$ cat config.mk
export PLATFORM = sky130hd
export DESIGN_NAME = mega_mul_seq
export DESIGN_NICKNAME = d
export VERILOG_FILES = /design/src/rtl/mega_mul_seq.sv
export SDC_FILE = /design/constraint.sdc
export NUM_CORES = 1
export LEC_CHECK = 0
export BUFFER_PORTS_ARGS = -buffer_cell sky130_fd_sc_hd__buf_2
export CORE_ASPECT_RATIO = 1.75
export CORE_UTILIZATION = 25
export CTS_BUF_LIST = sky130_fd_sc_hd__clkbuf_8
export DETAILED_ROUTE_END_ITERATION = 10
export SETUP_SLACK_MARGIN = 0.05
export SKIP_LAST_GASP = 1
export SYNTH_ARGS = -nofsm -noshare
export SYNTH_HDL_FRONTEND = slang
export SYNTH_SLANG_ARGS = --single-unit
$ cat constraint.sdc
create_clock -name clk -period 6.7 [get_ports clk]
set_input_delay 0 -clock clk [delete_from_list [all_inputs] [get_ports clk]]
set_output_delay 0 -clock clk [all_outputs]
set_load 0.005 [all_outputs]
$ cat src/rtl/mega_mul_seq.sv
// rtl/mega_mul_seq.sv - iterative AVR multiply sequencer (MUL..FMULSU); MEGA_MUL_SEQ_FRAC_EN builds the fractional ops
module mega_mul_seq #(
    parameter int RADIX_BITS = 1
) (
    input  logic        clk,
    input  logic        rst,
    input  logic        start,
    input  logic [2:0]  op,
    input  logic [7:0]  in_1,
    input  logic [7:0]  in_2,
    output logic        busy,
    output logic        done,
    output logic [15:0] out,
    output logic        ALU_FLAG_C_OUT,
    output logic        ALU_FLAG_Z_OUT,
    output logic        err
);

    localparam int N = 8 / RADIX_BITS;

    typedef enum logic [1:0] {
        S_IDLE = 2'd0,
        S_RUN  = 2'd1,
        S_FIX  = 2'd2,
        S_DONE = 2'd3
    } state_t;

    state_t state;
    state_t state_nxt;

    logic [2:0]  cnt;
    logic [2:0]  op_q;
    logic [7:0]  a_q;
    logic [7:0]  b_q;
    logic [15:0] a_sh;
    logic [7:0]  b_sh;
    logic [17:0] acc;
    logic [17:0] partial;
    logic        acc_unused;

    logic [15:0] res_q;
    logic        res_c;
    logic        res_z;
    logic        res_err;

    logic        accept;
    logic        run_en;
    logic        fix_en;
    logic        finish;
    logic        last_run;

    logic        legal;
    logic        sgn_a;
    logic        sgn_b;
`ifdef MEGA_MUL_SEQ_FRAC_EN
    logic        frac;
`endif
    logic [15:0] corr_a;
    logic [15:0] corr_b;
    logic [15:0] p_raw;
    logic [15:0] p_fix;

    assign last_run   = (cnt == 3'(N - 1));
    assign acc_unused = ^acc[17:16];

    always_ff @(posedge clk) begin
        if (rst) begin
            state <= S_IDLE;
        end else begin
            state <= state_nxt;
        end
    end

    always_comb begin
        state_nxt = state;
        case (state)
            S_IDLE:  if (start) state_nxt = S_RUN;
            S_RUN:   if (last_run) state_nxt = S_FIX;
            S_FIX:   state_nxt = S_DONE;
            S_DONE:  state_nxt = S_IDLE;
            default: state_nxt = S_IDLE;
        endcase
    end

    always_comb begin
        accept = 1'b0;
        run_en = 1'b0;
        fix_en = 1'b0;
        finish = 1'b0;
        case (state)
            S_IDLE:  accept = start;
            S_RUN:   run_en = 1'b1;
            S_FIX:   fix_en = 1'b1;
            S_DONE:  finish = 1'b1;
            default: accept = 1'b0;
        endcase
    end

    // Partial product of this cycle's multiplier digit, built from shifted multiplicand copies.
    always_comb begin
        partial = '0;
        for (int i = 0; i < RADIX_BITS; i++) begin
            if (b_sh[i]) begin
                partial = partial + {2'b00, a_sh << i};
            end
        end
    end

    always_comb begin
        legal = 1'b0;
        sgn_a = 1'b0;
        sgn_b = 1'b0;
`ifdef MEGA_MUL_SEQ_FRAC_EN
        frac  = 1'b0;
`endif
        case (op_q)
            3'd0: legal = 1'b1;
            3'd1: begin legal = 1'b1; sgn_a = 1'b1; sgn_b = 1'b1; end
            3'd2: begin legal = 1'b1; sgn_a = 1'b1; end
`ifdef MEGA_MUL_SEQ_FRAC_EN
            3'd3: begin legal = 1'b1; frac = 1'b1; end
            3'd4: begin legal = 1'b1; sgn_a = 1'b1; sgn_b = 1'b1; frac = 1'b1; end
            3'd5: begin legal = 1'b1; sgn_a = 1'b1; frac = 1'b1; end
`endif
            default: legal = 1'b0;
        endcase
    end

    // A negative operand contributes -256 x the other operand (mod 2^16) to the unsigned product.
    always_comb begin
        corr_a = (sgn_a && a_q[7]) ? {b_q, 8'h00} : 16'h0000;
        corr_b = (sgn_b && b_q[7]) ? {a_q, 8'h00} : 16'h0000;
        p_raw  = acc[15:0] - corr_a - corr_b;
`ifdef MEGA_MUL_SEQ_FRAC_EN
        p_fix  = frac ? {p_raw[14:0], 1'b0} : p_raw;
`else
        p_fix  = p_raw;
`endif
    end

    always_ff @(posedge clk) begin
        if (rst) begin
            cnt            <= '0;
            op_q           <= '0;
            a_q            <= '0;
            b_q            <= '0;
            a_sh           <= '0;
            b_sh           <= '0;
            acc            <= '0;
            res_q          <= '0;
            res_c          <= 1'b0;
            res_z          <= 1'b0;
            res_err        <= 1'b0;
            busy           <= 1'b0;
            done           <= 1'b0;
            out            <= '0;
            ALU_FLAG_C_OUT <= 1'b0;
            ALU_FLAG_Z_OUT <= 1'b0;
            err            <= 1'b0;
        end else begin
            done <= 1'b0;
            if (accept) begin
                op_q <= op;
                a_q  <= in_1;
                b_q  <= in_2;
                a_sh <= {8'h00, in_1};
                b_sh <= in_2;
                acc  <= '0;
                cnt  <= '0;
                busy <= 1'b1;
                err  <= 1'b0;
            end
            if (run_en) begin
                acc  <= acc + partial;
                a_sh <= a_sh << RADIX_BITS;
                b_sh <= b_sh >> RADIX_BITS;
                cnt  <= cnt + 3'd1;
            end
            if (fix_en) begin
                res_q   <= legal ? p_fix : 16'h0000;
                res_c   <= legal & p_raw[15];
                res_z   <= legal ? (p_fix == 16'h0000) : 1'b1;
                res_err <= ~legal;
            end
            if (finish) begin
                out            <= res_q;
                ALU_FLAG_C_OUT <= res_c;
                ALU_FLAG_Z_OUT <= res_z;
                err            <= res_err;
                done           <= 1'b1;
                busy           <= 1'b0;
            end
        end
    end

endmodule
==> out/qor.yml <==
outcome: "finished with violations"
violations: "design-rule violations"
antenna_cells: 0
die_x_microns: 112
areaGrowthSynthToFinish_pct: 15.3
power_leakage_nw: 2.58
synth_largest_area_cell: "dfxtp_1"
grtUsageMet3_pct: 1.50
boundaryPins: 43
final_core_util_pct: 29.3
drt_first_pass_iters: 7
period_share_pct: 49.8
hpwl_mm: 9.63
min_period_ns: 3.34
postCtsSetupBuffers: 0
busiest_layer: "met2"
crit_fanout: 7
grt_max_degree: 76
initial_core_util_pct: 25.4
ir_worst_vdd_v: 0.0000827
synth_compound_area_share_pct: 15.9
grt_pass1_vias: 4476
use_met1_pct: 13.1
antenna_found_initial: 0
clk_pin_slew_ns: 0.11
synth-edff-count: 0
row_count: 70
slew_headroom_pct: 23.3
routed_wl_mm: 13.0
start_kind: "flip-flop"
nets: 743
synth-main-ff-cell: "dfxtp_1"
drv_cap: 0
place.gp.congestion: 0.817
drive_above_1_share_pct: 11.8
instances_no_fill: 939
cts_tree: "done"
crit_required_ns: 7.01
layout_common_cells: "102 x dfxtp_1, 83 x nor2_1, 75 x nand2_1"
die_h_microns: 194
drt_first_iter_violations: 199
root_buffer: "clkbuf_8"
async_reset_ff_share_pct: 0
whs_ns: 0.101
core_sq_mm: 0.0208
netlist.area_leader.share_pct: 38.7
clock.fmax_mhz: 300
ys_seq_area_share_pct: 38.7
timing.final.ws_setup_ns: 3.36
clock_skew_ns: 0.0154
layout_commonest_cell: "dfxtp_1"
htree_num_levels: 3
tightest_slew_ns: 1.15
synthAdderAreaFrac_pct: 10.4
numClockSinks: 102
vias: 4387
overflow: 0
synth_nets: 700
use_met2_pct: 23.3
placed_cells: 903
grt_use_total_pct: 12.6
ys_top_cells_by_area: "dfxtp_1 39%, ha_1 7.3%, nor2_1 5.9%"
synth-simple-area-share_pct: 23.6
cp-end-kind: "flip-flop"
finalMaxSlewViolations: 0
min_path_type: "in -> reg"
rsz0062_at_grt: "no"
pre_cts_slack_ns: 3.41
yosys_register_bits: 102
critPathKind: "reg -> reg"
final.setup.tns_ns: 0
synth_top_family_by_area: "simple AND/OR/NAND/NOR gates"
fill_cells: 2175
wl_per_cell_microns: 13.8
p_per_area_mw_per_mm2: 271
ant_nets: 0
synth.mux.area_fraction_pct: 4.17
yosysWarnings: 0
grt_pass1_wl_mm: 21.9
syn_inst: 639
setup_viol: 0
clk_latency_ns: 0.39
cp.arrival_ns: 3.65
syn_area_sq_mm: 0.00528
viasPerCell: 4.67
avgSynthCellArea_sq_um: 8.26
port_buffers: 42
cts.path.max_buffers: 2
drcViolationCount: 3
synth_xor_area_share_pct: 2.32
hold_viol: 0
numCtsBuffers: 9
die_area_sq_mm: 0.0217
yosysUniqueCellTypes: 58
[critical path, stage by stage, from the launching register on]
cell	delay, ns
dfxtp_1	0.43
nor4bb_1	0.65
and2_1	0.24
fa_1	0.41
inv_1	0.07
ha_1	0.27
o211ai_2	0.23
a21boi_2	0.10
or3_1	0.35
o21ai_0	0.19
a22oi_1	0.12
o31ai_2	0.21
[repair_timing]
action,4_1_cts,5_1_grt
gates resized for setup,0,0
hold buffers,20,0
endpoints found under the hold margin,25,0
[metal layers]
layer | up-vias | routed length [microns] | share of wire (%)
li1 | 2256 | - | -
met1 | 2025 | 5250 | 41
met2 | 73 | 6610 | 51
met3 | 33 | 359 | 2.8
met4 | 0 | 734 | 5.7
met5 | - | 0 | 0
[worst paths after layout]
| check | end | cells after the start | slack, ns | startpoint |
|---|---|---|---|---|
| min | state[1]$_SDFFE_PP0P_ | 4 | 0.10 | start |
| min reg2reg | a_q[1]$_SDFFE_PP0P_ | 2 | 0.46 | a_q[1]$_SDFFE_PP0P_ |
| max | res_z$_SDFFE_PP0P_ | 11 | 3.36 | op_q[0]$_SDFFE_PP0P_ |
| max reg2reg | res_z$_SDFFE_PP0P_ | 11 | 3.36 | op_q[0]$_SDFFE_PP0P_ |
[cells by family after synthesis]
family,count (synthesis)
flops,102
compound gates,129
fa+ha+maj,39
simple gates,265
buf+inv,68
xor+xnor,14
mux,22
[power by group]
group / switching (mW) / internal [mW]
Clock: 0.226 / 0.136
Sequential: 0.0719 / 0.694
Combinational: 0.343 / 0.177
Total: 0.641 / 1.01
[sequential cells by signal (all words and copies together) (netlist names)]
name,flops
busy,1
res_err,1
op_q,3
err,1
b_sh,8
out,16
done,1
acc,16
b_q,8
cnt,3
res_q,16
state,2
ALU_FLAG_Z_OUT,1
res_z,1
a_sh,16
a_q,8
[through the flow]
stage | cell area, sq um | power, mW
after global placement | 5710 | 1.29
after CTS | 6090 | 1.67
final | 6090 | 1.65
after global routing | 6090 | 1.77
after detailed placement | 5710 | 1.30
after floorplan | 5280 | 1.15
[Yosys cell counts (2+ instances only)]
cell type	instances
a211oi_1	4
a211oi_2	4
a21boi_0	2
a21o_1	3
a21oi_1	47
a21oi_2	3
a22oi_1	12
a31oi_1	3
and2_1	31
and3_1	19
buf_1	7
clkbuf_1	27
dfxtp_1	102
fa_1	8
ha_1	31
inv_1	31
mux2i_1	22
nand2_1	75
nand2b_1	4
nand3_1	25
nand4_1	2
nor2_1	83
nor3_1	11
nor3b_1	3
nor4b_1	3
o21a_1	2
o21ai_0	21
o21ai_1	8
o21bai_1	2
o22ai_1	2
o41ai_1	3
xnor2_1	10
xor2_1	4
[cell type report]
cell class / count / area (sq um) / area share (%)
Sequential cell: 102 / 2040 / 33.6
Inverter: 32 / 120 / 1.97
Tap cell: 252 / 315 / 5.18
Multi-Input combinational cell: 469 / 2980 / 48.9
Timing Repair Buffer: 68 / 458 / 7.52
Clock buffer: 9 / 124 / 2.04
Clock inverter: 7 / 48.8 / 0.802
(Power assumes the default switching activity.)
